[src/rtl/traffic_pkg.sv]
// Shared types and helpers for the N-phase junction controller.
// Holds the lamp-state enum, clog2 and the per-interval tick limit.
package traffic_pkg;

  // Largest interval that still fits two BCD digits.
  localparam int MAX_TICKS = 99;

  typedef enum logic [1:0] {
    S_ALLRED = 2'd0,
    S_GREEN  = 2'd1,
    S_YELLOW = 2'd2
  } state_e;

  function automatic int clog2(input int n);
    int r;
    r = 0;
    while ((1 << r) < n) r++;
    return r;
  endfunction

endpackage

[src/rtl/tl_tick_gen.sv]
// One-second tick prescaler: counts 0..DIV-1, tick on the last count.
// Ports: clk, rst (sync, high), clr (sync restart), en (hold), tick.
module tl_tick_gen
  import traffic_pkg::*;
#(
  parameter int DIV = 4
) (
  input  logic clk,
  input  logic rst,
  input  logic clr,
  input  logic en,
  output logic tick
);

  localparam int CW = clog2(DIV);
  localparam logic [CW-1:0] LAST = CW'(DIV - 1);

  logic [CW-1:0] cnt_q;
  logic [CW-1:0] cnt_d;

  // Gated by en so a frozen count parked on LAST
  // does not keep reporting ticks.
  assign tick = en && (cnt_q == LAST);

  always_comb begin
    cnt_d = cnt_q;
    if (clr) begin
      cnt_d = '0;
    end else if (en) begin
      if (cnt_q == LAST) cnt_d = '0;
      else               cnt_d = cnt_q + 1'b1;
    end
  end

  always_ff @(posedge clk) begin
    if (rst) cnt_q <= '0;
    else     cnt_q <= cnt_d;
  end

endmodule

[src/rtl/traffic_phase_ctrl.sv]
// N-phase junction controller: GREEN/YELLOW/ALL-RED per phase, demand skip,
// emergency preempt, BCD countdown. In: CLK RESET DEMAND EMERG_*; out: lamps PHASE DISP_* EMERG_ACT.
module traffic_phase_ctrl
  import traffic_pkg::*;
#(
  parameter  int NUM_PHASES = 4,
  parameter  int TICK_DIV   = 50000000,
  parameter  int GREEN_S    = 30,
  parameter  int YELLOW_S   = 3,
  parameter  int ALLRED_S   = 2,
  localparam int PW         = clog2(NUM_PHASES)
) (
  input  logic                  CLK,
  input  logic                  RESET,
  input  logic [NUM_PHASES-1:0] DEMAND,
  input  logic                  EMERG_REQ,
  input  logic [PW-1:0]         EMERG_PH,
  output logic [NUM_PHASES-1:0] GREEN,
  output logic [NUM_PHASES-1:0] YELLOW,
  output logic [NUM_PHASES-1:0] RED,
  output logic [PW-1:0]         PHASE,
  output logic [3:0]            DISP_TENS,
  output logic [3:0]            DISP_ONES,
  output logic                  EMERG_ACT
);

  if (NUM_PHASES < 2 || NUM_PHASES > 16) begin : g_bad_phases
    $error("NUM_PHASES must be 2..16");
  end
  if (TICK_DIV < 2) begin : g_bad_div
    $error("TICK_DIV must be >= 2");
  end
  if (GREEN_S < 1 || GREEN_S > MAX_TICKS) begin : g_bad_green
    $error("GREEN_S must be 1..99");
  end
  if (YELLOW_S < 1 || YELLOW_S > MAX_TICKS) begin : g_bad_yellow
    $error("YELLOW_S must be 1..99");
  end
  if (ALLRED_S < 1 || ALLRED_S > MAX_TICKS) begin : g_bad_allred
    $error("ALLRED_S must be 1..99");
  end

  localparam logic [6:0]    T_GREEN  = 7'(GREEN_S);
  localparam logic [6:0]    T_YELLOW = 7'(YELLOW_S);
  localparam logic [6:0]    T_ALLRED = 7'(ALLRED_S);
  localparam logic [PW-1:0] PH_LAST  = PW'(NUM_PHASES - 1);
  localparam logic [PW:0]   PH_COUNT = (PW+1)'(NUM_PHASES);

  state_e        state_q;
  state_e        state_d;
  logic [PW-1:0] cur_q;
  logic [PW-1:0] cur_d;
  logic [6:0]    timer_q;
  logic [6:0]    timer_d;
  logic          emerg_act_q;
  logic          emerg_act_d;

  logic          tick;
  logic          pre_clr;
  logic          pre_en;
  logic          emerg_vld;
  logic          hold;
  logic [PW-1:0] next_ph;
  logic [PW-1:0] cand;
  logic          rr_hit;
  logic [NUM_PHASES-1:0] ph_onehot;

  // Out-of-range preempt targets are ignored entirely.
  assign emerg_vld = EMERG_REQ && ({1'b0, EMERG_PH} < PH_COUNT);

  // Preempt already on the requested green: stop the clock.
  assign hold   = (state_q == S_GREEN) && emerg_vld
                && (EMERG_PH == cur_q);
  assign pre_en = !hold;

  tl_tick_gen #(
    .DIV (TICK_DIV)
  ) u_tick (
    .clk  (CLK),
    .rst  (RESET),
    .clr  (pre_clr),
    .en   (pre_en),
    .tick (tick)
  );

  // Round-robin demand search starting after cur; a full lap
  // lands back on cur, so a lone caller is served again.
  always_comb begin
    next_ph = (cur_q == PH_LAST) ? '0 : cur_q + 1'b1;
    rr_hit  = 1'b0;
    cand    = '0;
    if (emerg_vld) begin
      next_ph = EMERG_PH;
    end else begin
      for (int i = 1; i <= NUM_PHASES; i++) begin
        cand = PW'((int'(cur_q) + i) % NUM_PHASES);
        if (!rr_hit && DEMAND[cand]) begin
          rr_hit  = 1'b1;
          next_ph = cand;
        end
      end
    end
  end

  always_comb begin
    state_d = state_q;
    cur_d   = cur_q;
    timer_d = timer_q;
    pre_clr = 1'b0;
    unique case (state_q)
      S_GREEN: begin
        if (emerg_vld && (EMERG_PH != cur_q)) begin
          state_d = S_YELLOW;
          timer_d = T_YELLOW;
          pre_clr = 1'b1;
        end else if (!hold && tick) begin
          if (timer_q > 7'd1) begin
            timer_d = timer_q - 7'd1;
          end else begin
            state_d = S_YELLOW;
            timer_d = T_YELLOW;
            pre_clr = 1'b1;
          end
        end
      end
      S_YELLOW: begin
        if (tick) begin
          if (timer_q > 7'd1) begin
            timer_d = timer_q - 7'd1;
          end else begin
            state_d = S_ALLRED;
            timer_d = T_ALLRED;
            pre_clr = 1'b1;
          end
        end
      end
      S_ALLRED: begin
        if (tick) begin
          if (timer_q > 7'd1) begin
            timer_d = timer_q - 7'd1;
          end else begin
            state_d = S_GREEN;
            cur_d   = next_ph;
            timer_d = T_GREEN;
            pre_clr = 1'b1;
          end
        end
      end
      default: begin
        state_d = S_ALLRED;
        timer_d = T_ALLRED;
        pre_clr = 1'b1;
      end
    endcase
    // Registered flag: set when the next state is a held preempt green.
    emerg_act_d = emerg_vld && (state_d == S_GREEN)
                && (cur_d == EMERG_PH);
  end

  always_ff @(posedge CLK) begin
    if (RESET) begin
      state_q     <= S_ALLRED;
      cur_q       <= PH_LAST;
      timer_q     <= T_ALLRED;
      emerg_act_q <= 1'b0;
    end else begin
      state_q     <= state_d;
      cur_q       <= cur_d;
      timer_q     <= timer_d;
      emerg_act_q <= emerg_act_d;
    end
  end

  assign ph_onehot = {{(NUM_PHASES-1){1'b0}}, 1'b1} << cur_q;

  assign GREEN     = (state_q == S_GREEN)  ? ph_onehot : '0;
  assign YELLOW    = (state_q == S_YELLOW) ? ph_onehot : '0;
  assign RED       = ~(GREEN | YELLOW);
  assign PHASE     = cur_q;
  assign EMERG_ACT = emerg_act_q;
  assign DISP_TENS = 4'(timer_q / 7'd10);
  assign DISP_ONES = 4'(timer_q % 7'd10);

endmodule
[config.mk]
export PLATFORM = sky130hd
export DESIGN_NAME = traffic_phase_ctrl
export DESIGN_NICKNAME = d
export VERILOG_FILES = /design/src/rtl/traffic_pkg.sv /design/src/rtl/tl_tick_gen.sv /design/src/rtl/traffic_phase_ctrl.sv
export SDC_FILE = /design/constraint.sdc
export NUM_CORES = 1
export LEC_CHECK = 0
export CORE_ASPECT_RATIO = 1.5
export CORE_MARGIN = 4
export CORE_UTILIZATION = 54
export CTS_CLUSTER_SIZE = 25
export DETAILED_ROUTE_END_ITERATION = 8
export GPL_TIMING_DRIVEN = 0
export PLACE_DENSITY = 0.83
export SLEW_MARGIN = 25
export SYNTH_ARGS = -nofsm -noshare
export SYNTH_HDL_FRONTEND = slang
export SYNTH_SLANG_ARGS = --single-unit
[constraint.sdc]
create_clock -name CLK -period 3.3 [get_ports CLK]
set_input_delay 0.66 -clock CLK [delete_from_list [all_inputs] [get_ports CLK]]
set_output_delay 0.66 -clock CLK [all_outputs]
set_load 0.01 [all_outputs]
; ---- Word-level counts from Yosys, hierarchy flattened
; Index checks and enable logic that the tools add are counted.
[word_totals]
mem_bits_rw = 0
rom_bits = 0
regBits = 38
latch_bits = 0
mem_count = 0
[classes]
n_eq_ne = 11
bitwise_logic = 2
order_cmp = 5
n_mul = 0
n_addsub = 7
muxes = 47
n_shift = 1
reduce_logical = 18
div = 2
[op_table]
columns = operator, count
row1 = $mux 7, 7
row2 = $mux 2, 16
row3 = $add 26x1->26 const B, 1
row4 = $eq 26x26->1 const B, 1
row5 = $mux 26, 1
row6 = $pmux 7 s3, 1
row7 = $mux 1, 14
row8 = $lt 2x3->1 const B, 4
row9 = $logic_and 1x1->1, 10
row10 = $bmux 1 s2, 4
row11 = $mux 4, 2
row12 = $div 7x4->7 const B, 1
row13 = $gt 7x1->1 const B, 1
row14 = $mod 7x4->7 const B, 1
row15 = $sub 7x1->7 const B, 1
row16 = $add 2x1->2 const B, 3
row17 = $pmux 2 s3, 1
row18 = $add 2x2->2 const B, 2
row19 = $eq 2x1->1 const B, 2
row20 = $eq 2x2->1, 2
row21 = $eq 2x2->1 const B, 2
row22 = $logic_not 1->1, 4
row23 = $ne 2x2->1 const B, 2
row24 = $not 4->4, 1
row25 = 8 further kinds, 9

; ---- Logic depth before layout (Yosys ltp)
; Gate-level depths: netlist of run 1.
[depth]
depth_word = 22
ltp_mapped = 11

; ---- Cells and area by module
; A second synthesis of run 1 with hierarchy kept.
[hier_totals]
cells_unflattened = 355
hier_area_um2 = 2880.3
[by_module_without_submodules]
columns = mod, cells_each, n_inst, area_per_inst_um2
row1 = traffic_phase_ctrl, 211, 1, 1585.3
row2 = tl_tick_gen, 144, 1, 1295.0

; ---- Worst setup path before layout of run 1
; Ideal clock, no wire load.
[synth_timing]
kind = reg2out
startpoint = register timer_q[3]
endpoint = output DISP_ONES[2]
t_arrival_ns = 2.258
path_stages_with_launch = 11
t_required_ns = 2.640
path_slack_ns = 0.382
cell_sequence = dfxtp_1 clkbuf_1 and4bb_2 nand2_1 o211a_1 ha_1 buf_2 a22oi_1 o21a_1 nor4_4 mux2i_1
[synth_via]
elab_chain_cells = 1
[synth_lines]
columns = element, line
row1 = start: declaration, traffic_phase_ctrl.sv:53  ; logic [6:0] timer_q;
row2 = start signal: assignment, traffic_phase_ctrl.sv:169  ; timer_q <= timer_d;
row3 = $mod 7x4->7, traffic_phase_ctrl.sv:182  ; assign DISP_ONES = 4'(timer_q % 7'd10);
row4 = end: declaration, traffic_phase_ctrl.sv:23  ; output logic [3:0] DISP_ONES,
; No other way between the ends.

; ---- Worst setup path in the final report of run 1
[layout_timing]
startpoint = register timer_q[6]
endpoint = output DISP_ONES[2]
; The elaborated chain is that of the path after synthesis.

==> results of run 1 <==
[worst max-delay path, delay by kind of cell, from the launching register on]
family / cells / cell delay (ps)
flip-flops: 1 / 380
buffers and inverters: 3 / 440
AO/OA/AOI/OAI: 4 / 690
AND/OR/NAND/NOR: 2 / 720
multiplexers: 1 / 160
[Yosys cell counts, types with 5 or more instances]
cell type / count / area share
clkbuf_1: 15 / 0.020
and2_1: 11 / 0.025
nor2_1: 50 / 0.068
inv_1: 11 / 0.015
and3_1: 7 / 0.016
nor3_1: 10 / 0.018
nand4_1: 7 / 0.016
a21oi_1: 22 / 0.040
a22oi_1: 6 / 0.016
nor2b_1: 10 / 0.023
dfxtp_1: 38 / 0.27
xor2_1: 19 / 0.060
buf_2: 5 / 0.0090
nand2b_1: 8 / 0.018
nand2_1: 22 / 0.030
xnor2_1: 8 / 0.025
nand3_1: 18 / 0.032
o21ai_0: 19 / 0.034
ha_1: 10 / 0.045
[worst paths after layout]
| path | from | end | cells after the start |
|---|---|---|---|
| max | timer_q[6] | DISP_ONES[2] | 10 |
| min | u_tick.cnt_q[25] | u_tick.cnt_q[25] | 2 |
| max reg2reg | PHASE[0] | PHASE[1] | 9 |
| min reg2reg | u_tick.cnt_q[25] | u_tick.cnt_q[25] | 2 |
[power by group]
part	switching [W]	internal (W)
clock network	0.000155	0.000146
logic	0.0000324	0.0000241
registers	0.00000288	0.000458
[metrics by stage]
stage | setup WS [ps] | hold slack, ps | area (um2)
after floorplan | 382 | 453 | 2780
after global routing | -143 | 527 | 3430
after global placement | -294 | 467 | 3150
after detailed placement | -338 | 486 | 3150
after CTS | 18.6 | 495 | 3260
final | -38.1 | 511 | 3430
[cell families (layout without fill, tap and decap cells)]
logic type               Yosys count  in the layout  synth area share
AND/OR/NAND/NOR                  170            170             0.338
buffers and inverters             32             81            0.0468
AO/OA/AOI/OAI                     75             75             0.176
multiplexers                       7              7            0.0351
flip-flops                        38             38             0.274
XOR/XNOR                          27             27            0.0851
adder cells (fa/ha/maj)           10             10            0.0450
[metal layers]
layer | global-route usage | wire length (um) | vias up
met1 | 0.239 | 2800 | 1290
li1 | - | - | 1371
met5 | 0 | 0 | -
met2 | 0.382 | 3660 | 82
met4 | 0.0898 | 231 | 0
met3 | 0.0350 | 262 | 25
[cell type report]
class | instances | area [um2]
Buffer | 20 | 104
Multi-Input combinational cell | 289 | 1960
Timing Repair Buffer | 43 | 395
Clock buffer | 7 | 76.3
Fill cell | 387 | 1490
Sequential cell | 38 | 777
Tap cell | 66 | 82.6
Inverter | 11 | 41.3
[flip-flops by register name (all words and copies together) (netlist names)]
signal	count
PHASE	2
EMERG_ACT	1
u_tick.cnt_q	26
timer_q	7
state_q	2
[what timing repair did]
item	4_1_cts	5_1_grt
hold buffers	0	0
pin swaps	2	9
buffers inserted	2	12
setup endpoints to repair	4	7
gates resized for setup	21	23
[placed cells by master (no fill, tap or decap), types with 4 or more instances in the layout]
master,count
xnor2_1,6
a22oi_1,5
clkbuf_8,5
xor2_1,19
ha_1,9
nor2_1,50
a21oi_1,20
nor2b_1,10
nand2_1,20
dfxtp_4,4
nand3_1,18
dfxtp_1,33
and2_1,11
inv_1,11
nand2b_1,7
clkdlybuf4s50_1,25
o21ai_0,19
clkbuf_1,14
buf_4,13
nor3_1,10
nand4_1,7
and3_1,7
buf_2,6
==> impl_metrics.env, run 1 <==
export IMPL_end_kind="output port"
export IMPL_yosysWarnings=0
export IMPL_htreeDepth=2
export IMPL_synth_edff_count=0
export IMPL_cts_made_buffers=5
export IMPL_rsz0062_at_grt="true"
export IMPL_vdd_drop_max_v=0.000268
export IMPL_area_growth_pct=23.5
export IMPL_run_status="finished with violations"
export IMPL_finalSetupTns_ps=-38.1
export IMPL_max_stage_delay_ps=400
export IMPL_reg2reg_slack_ps=290
export IMPL_synthFlopType="dfxtp_1"
export IMPL_drc=0
export IMPL_hold_class="reg -> reg"
export IMPL_cap_violations=0
export IMPL_ys_types=64
export IMPL_fin_skew_ps=5.02
export IMPL_synth_seq_area_share=0.274
export IMPL_power_density_mw_per_mm2=238
export IMPL_drt_iter0_drc=120
export IMPL_detail_route_antenna_nets=0
export IMPL_instances_no_fill=474
export IMPL_vias=2768
export IMPL_grt_first_pass_wirelength_um=10800
export IMPL_finalWorstSetupSlack_ps=-38.1
export IMPL_crit_type="reg -> out"
export IMPL_max_slew_worst_pin_slew_ps=507
export IMPL_clock_sinks=38
export IMPL_grt_pass1_vias=2501
export IMPL_synthesis_nets=378
export IMPL_avgSynthCellArea_um2=7.74
export IMPL_period_minus_slack_ps=3340
export IMPL_worstPathCellList="or3b_4 > a31o_1 > buf_6 > o2111ai_4 > a22oi_2 > o21a_1 > nor4_4 > buf_4 > mux2i_1 > buf_2"
export IMPL_total_power_w=0.000819
export IMPL_routabilityCongestion=0.860
export IMPL_ys_ff_latch=38
export IMPL_cp_slowest_cell="or3b_4"
export IMPL_final_util=0.697
export IMPL_crit_required_ps=2640
export IMPL_io_pins=32
export IMPL_die_area_mm2=0.00638
export IMPL_insertedDiodeCount=0
export IMPL_coreArea_mm2=0.00493
export IMPL_worstPathMaxFanout=8
export IMPL_dp_cells=454
export IMPL_root_buffer="clkbuf_8"
export IMPL_dieHeight_um=95.9
export IMPL_setup_viol=1
export IMPL_cp_start_kind="flip-flop"
export IMPL_dp_hpwl_um=4750
export IMPL_start_util=0.564
export IMPL_tritoncts="done"
export IMPL_p_leak_nw=1.36
export IMPL_clk_latency_ps=290
export IMPL_crit_arrival_ps=2680
export IMPL_min_period_over_period=1.01
export IMPL_max_slew_margin=0.662
export IMPL_drt_total_wl_um=6960
export IMPL_layout_drive_gt1_share=0.150
export IMPL_clk_pin_slew_ps=70
export IMPL_async_flop_share=0
export IMPL_syn_inst=359
export IMPL_grt_usage=0.211
export IMPL_finalHoldViolCount=0
export IMPL_antenna_found_initial=0
export IMPL_fp_dieW_um=66.6
export IMPL_grt_max_degree=11
export IMPL_io_buffers=29
export IMPL_syn_cell_area_mm2=0.00278
export IMPL_fin_nets=427
export IMPL_routed_via_density=5.84
export IMPL_rows=31
export IMPL_maxClockFrequency_mhz=300
export IMPL_drtPass1Iterations=4
export IMPL_grt_ovfl_total=0
export IMPL_drv_slew=0
export IMPL_violations="setup timing"
export IMPL_cts_buffer_depth=2
export IMPL_wl_per_cell_um=14.7
Power figures use the tool's default switching activity.
==> run 2: changes to the inputs <==
Settings changed: ABC_AREA set to 1.
==> impl_metrics.env, run 2 <==
export IMPL_antenna_found_initial=0
export IMPL_crit_required_ps=2640
export IMPL_max_slew_margin=0.710
export IMPL_total_power_w=0.000817
export IMPL_max_stage_delay_ps=390
export IMPL_largest_register="u_tick.cnt_q"
export IMPL_rows=31
export IMPL_grt_pass1_vias=2767
export IMPL_maxClockFrequency_mhz=331
export IMPL_io_pins=32
export IMPL_swShare=0.235
export IMPL_instances_no_fill=536
export IMPL_drt_iter0_drc=131
export IMPL_area_growth_pct=17.7
export IMPL_cts_buffer_depth=2
export IMPL_synth_top_area_share=0.274
export IMPL_power_density_mw_per_mm2=250
export IMPL_yosysWarnings=0
export IMPL_largest_reg_flops=26
export IMPL_grt_usage=0.222
export IMPL_pwr_share_clk=0.376
export IMPL_coreArea_mm2=0.00493
export IMPL_drtPass1Iterations=4
export IMPL_finalSetupTns_ps=0
export IMPL_drc=0
export IMPL_finalWorstSetupSlack_ps=278
export IMPL_end_kind="output port"
export IMPL_final_util=0.664
export IMPL_cp_slowest_cell="dfxtp_4"
export IMPL_grt_first_pass_wirelength_um=11400
export IMPL_detail_route_antenna_nets=0
export IMPL_dieHeight_um=95.8
export IMPL_preCtsSetupSlack_ps=53.7
export IMPL_r2r_start="PHASE[0]"
export IMPL_clk_pin_slew_ps=70
export IMPL_min_period_over_period=0.916
export IMPL_fin_nets=489
export IMPL_layout_drive_gt1_share=0.123
export IMPL_period_minus_slack_ps=3020
export IMPL_comb_power_share=0.058
export IMPL_fp_dieW_um=66.6
export IMPL_grt_ovfl_total=0
export IMPL_hp_start="u_tick.cnt_q[0]"
export IMPL_io_buffers=31
export IMPL_crit_arrival_ps=2360
export IMPL_syn_cell_area_mm2=0.00278
export IMPL_setup_viol=0
export IMPL_final_common_cell="nand2_1"
export IMPL_drt_total_wl_um=6610
export IMPL_vdd_drop_max_v=0.000249
export IMPL_clk_latency_ps=290
export IMPL_avgSynthCellArea_um2=6.44
export IMPL_synth_edff_count=0
export IMPL_p_sw_w=0.000192
export IMPL_htreeDepth=2
export IMPL_synthFlopType="dfxtp_1"
export IMPL_run_status="completed"
export IMPL_reg2reg_slack_ps=1180
export IMPL_drv_slew=0
export IMPL_post_synth_top_count_cell="nand2_1"
export IMPL_ys_ff_latch=38
export IMPL_syn_inst=431
export IMPL_synth_seq_area_share=0.274
export IMPL_holdPathStages=2
export IMPL_top_regs="u_tick.cnt_q (26), timer_q (7)"
export IMPL_die_area_mm2=0.00638
export IMPL_grt_max_degree=11
export IMPL_p_leak_nw=1.33
export IMPL_path_delay_family="simple AND/OR/NAND/NOR gates"
export IMPL_routed_via_density=5.41
export IMPL_wl_per_cell_um=12.3
export IMPL_final_cell_mix="nand2_1 (87), inv_1 (56), nor2_1 (45), dfxtp_1 (34), nand3_1 (34)"
export IMPL_vias=2898
export IMPL_clock_sinks=38
export IMPL_p_seq_frac=0.566
export IMPL_root_buffer="clkbuf_8"
export IMPL_worstPathCellList="inv_2 > nand2_1 > nand3_2 > nand2_4 > nand2_4 > nand2_2 > nand3_2 > nand2_2 > nand2_2 > nand2_2 > nand2_1 > inv_1 > ha_1 > inv_1 > nand3_2 > nand3_2 > dlygate4sd2_1"
export IMPL_start_util=0.564
export IMPL_hold_class="reg -> reg"
export IMPL_yosys_top_cells_count="nand2_1 (89), inv_1 (56), nor2_1 (45), dfxtp_1 (38), nand3_1 (35)"
export IMPL_cp_start_kind="flip-flop"
export IMPL_p_int_w=0.000626
export IMPL_tritoncts="done"
export IMPL_max_slew_worst_pin_slew_ps=434
export IMPL_ys_types=43
export IMPL_crit_type="reg -> out"
export IMPL_cts_made_buffers=5
export IMPL_cp_num_buf_inv=4
export IMPL_finalHoldViolCount=0
export IMPL_r2r_end="PHASE[1]"
export IMPL_rr_worst_depth=11
export IMPL_routabilityCongestion=0.884
export IMPL_insertedDiodeCount=0
export IMPL_async_flop_share=0
export IMPL_synth_top_area_cell="dfxtp_1"
export IMPL_cap_violations=0
export IMPL_holdPathEnd="u_tick.cnt_q[0]"
export IMPL_synthTopCellsByArea="dfxtp_1 (27%), nand2_1 (12%), inv_1 (7.6%)"
export IMPL_dp_hpwl_um=5220
export IMPL_dp_cells=528
export IMPL_synthesis_nets=450
export IMPL_worstPathMaxFanout=4
export IMPL_fin_skew_ps=2.89
export IMPL_rsz0062_at_grt="false"
run 2: metrics by stage:
step                      cell area, um2  hold slack, ps
final                               3270             497
after global routing                3270             534
after CTS                           3260             499
after floorplan                     2780             461
after detailed placement            3170             489
after global placement              3170             474
run 2: worst max path at each step:
stage               startpoint            to  slack, ps  cells after the start
global placement    timer_q[4]  DISP_ONES[1]        140                     17
floorplan           timer_q[6]  DISP_ONES[1]        710                     17
detailed placement  timer_q[4]  DISP_ONES[2]         50                     20
CTS                 timer_q[6]  DISP_ONES[3]         40                     14
finish              timer_q[6]  DISP_TENS[0]        280                     17
global route        timer_q[6]  DISP_ONES[2]         10                     20
run 2: per-layer routing:
layer,track usage,wire (um)
met4,0.0932,119
met2,0.440,3650
met5,0,0
met3,0.0280,194
met1,0.226,2640
run 2: worst reg2reg max path: stages (launching register included):
cell,delay (ps)
dfxtp_1,440
buf_2,240
inv_1,100
ha_1,350
o21ai_1,270
nand2_1,80
inv_1,80
nand3_1,110
nand3_1,110
o211ai_1,80
nand2_1,60
nand3_1,70
run 2: final cells by class:
type	instances	area (um2)
fill	474	1660
buffer	7	38.8
clock buffer	7	76.3
sequential	38	771
timing repair buffer	32	309
tap	66	82.6
inverter	66	248
multi-input combinational	320	1750
run 2: power by group through the flow:
stage          clock, W  combinational [W]  sequential [W]
4_1_cts        0.000312          0.0000475        0.000463
5_1_grt        0.000322          0.0000533        0.000463
2_1_floorplan         0          0.0000281        0.000474
3_5_place_dp          0          0.0000472        0.000475
6_report       0.000308          0.0000472        0.000463
3_3_place_gp          0          0.0000462        0.000474
run 2: kinds of logic (layout without fill, tap and decap cells):
family                   count (synthesis)  after routing  synth area share
AO/OA/AOI/OAI                           68             68             0.147
XOR/XNOR                                10             10            0.0315
adder cells (fa/ha/maj)                 10             10            0.0450
buffers and inverters                   73            112             0.103
flip-flops                              38             38             0.274
AND/OR/NAND/NOR                        232            232             0.400
run 2: repair_timing:
item / 4_1_cts / 5_1_grt
endpoints found under the setup margin: 4 / 3
pin swaps: 0 / 4
hold buffers: 0 / 0
gates resized for setup: 8 / 11
buffers inserted: 1 / 0
==> run 3: changes to the inputs <==
Settings changed: CORE_ASPECT_RATIO 1.5 to not set.
==> impl_metrics.env, run 3 (synthesis gave the netlist of run 2 again) <==
export IMPL_p_leak_nw=1.36
export IMPL_met2_usage=0.381
export IMPL_routabilityCongestion=0.892
export IMPL_fp_dieW_um=79.7
export IMPL_max_slew_margin=0.719
export IMPL_num_fill_cells=434
export IMPL_final_common_cell="nand2_1"
export IMPL_layout_drive_gt1_share=0.131
export IMPL_grt_max_degree=12
export IMPL_root_buffer="clkbuf_8"
export IMPL_crit_arrival_ps=2340
export IMPL_routed_via_density=5.31
export IMPL_dpl_cell_area_mm2=0.00317
export IMPL_hold_buffers=0
export IMPL_top_regs="u_tick.cnt_q (26), timer_q (7)"
export IMPL_hold_class="reg -> reg"
export IMPL_fin_nets=491
export IMPL_cap_violations=0
export IMPL_cp_start_kind="flip-flop"
export IMPL_instances_no_fill=540
export IMPL_period_minus_slack_ps=3000
export IMPL_grt_first_pass_wirelength_um=11400
export IMPL_vias=2870
export IMPL_drv_slew=0
export IMPL_clk_latency_ps=290
export IMPL_power_density_mw_per_mm2=270
export IMPL_fin_skew_ps=7.25
export IMPL_cts_made_buffers=5
export IMPL_globalRoute_busiestLayer="met2"
export IMPL_crit_required_ps=2640
export IMPL_die_area_mm2=0.00636
export IMPL_drc=0
export IMPL_cts_buffer_depth=2
export IMPL_area_growth_pct=19.5
export IMPL_crit_type="reg -> out"
export IMPL_drt_iter0_drc=173
export IMPL_clk_pin_slew_ps=70
export IMPL_finalSetupTns_ps=0
export IMPL_dp_cells=529
export IMPL_antenna_found_initial=0
export IMPL_io_buffers=31
export IMPL_rows=25
export IMPL_regArea_um2=771
export IMPL_grt_util_met3=0.0282
export IMPL_grt_pass1_vias=2679
export IMPL_largest_register="u_tick.cnt_q"
export IMPL_final_cell_mix="nand2_1 (87), inv_1 (56), nor2_1 (45), dfxtp_1 (34), nand3_1 (34)"
export IMPL_coreArea_mm2=0.00485
export IMPL_worstPathMaxFanout=6
export IMPL_max_slew_worst_pin_slew_ps=420
export IMPL_drtPass1Iterations=4
export IMPL_vdd_drop_max_v=0.000270
export IMPL_rsz0062_at_grt="true"
export IMPL_wl_per_cell_um=11.8
export IMPL_dp_hpwl_um=4990
export IMPL_largest_reg_flops=26
export IMPL_htreeDepth=2
export IMPL_design_area_mm2=0.00332
export IMPL_grt_usage=0.218
export IMPL_grt_ovfl_total=0
export IMPL_run_status="completed"
export IMPL_min_period_over_period=0.908
export IMPL_tritoncts="done"
export IMPL_io_pins=32
export IMPL_setup_viol=0
export IMPL_insertedDiodeCount=0
export IMPL_dieHeight_um=79.7
export IMPL_end_kind="output port"
export IMPL_drt_total_wl_um=6350
export IMPL_clock_sinks=38
export IMPL_holdWs_ps=497
export IMPL_total_power_w=0.000895
export IMPL_grt_use_met1=0.277
export IMPL_start_util=0.573
export IMPL_finalHoldViolCount=0
export IMPL_multi_input_area_mm2=0.00175
export IMPL_detail_route_antenna_nets=0
export IMPL_maxClockFrequency_mhz=334
[run 3: final cells by class]
class | instances | area share
Tap cell | 67 | 0.0253
Buffer | 7 | 0.0117
Timing Repair Buffer | 34 | 0.0976
Sequential cell | 38 | 0.232
Clock inverter | 1 | 0.00905
Inverter | 66 | 0.0746
Clock buffer | 7 | 0.0230
Multi-Input combinational cell | 320 | 0.527
[run 3: per-stage QoR]
step / utilization / setup WS [ps]
floorplan: - / 709
global placement: 0.654 / 156
detailed placement: 0.654 / 73.8
CTS: 0.679 / 13.9
global route: 0.685 / -25.3
finish: 0.685 / 304
[run 3: report_power, final]
part	total [W]	internal, W	switching [W]
registers	0.000462	0.000460	0.00000277
logic	0.0000469	0.0000203	0.0000266
clock network	0.000385	0.000226	0.000159
[run 3: worst paths after layout]
path,slack (ps),endpoint,from,cells past startpoint
hold / removal,500,u_tick.cnt_q[1],u_tick.cnt_q[1],2
setup / recovery,300,DISP_TENS[0],timer_q[4],17
hold reg to reg,500,u_tick.cnt_q[1],u_tick.cnt_q[1],2
setup reg to reg,1150,PHASE[1],PHASE[0],11
[run 3: worst max-delay path, stage by stage, from the launching register on]
cell	delay, ps
dfxtp_4	390
inv_1	70
nand3_2	80
nand3_2	110
nand2_4	100
nand2_4	50
nand2_2	80
nand3_2	90
nand2_2	90
nand2_2	70
nand2_2	80
nand2_1	70
inv_1	60
ha_2	180
inv_1	50
nand3_2	80
nand3_2	90
dlygate4sd2_1	300
[run 3: layer usage]
| metal | part of all wire | up-vias |
|---|---|---|
| met5 | 0 | - |
| met2 | 0.47 | 65 |
| met3 | 0.042 | 7 |
| met4 | 0.012 | 0 |
| li1 | - | 1504 |
| met1 | 0.47 | 1294 |
[run 3: repair_timing]
| action | in CTS | in global routing |
|---|---|---|
| buffers inserted | 1 | 2 |
| endpoints found under the setup margin | 4 | 4 |
| gates resized for setup | 10 | 10 |
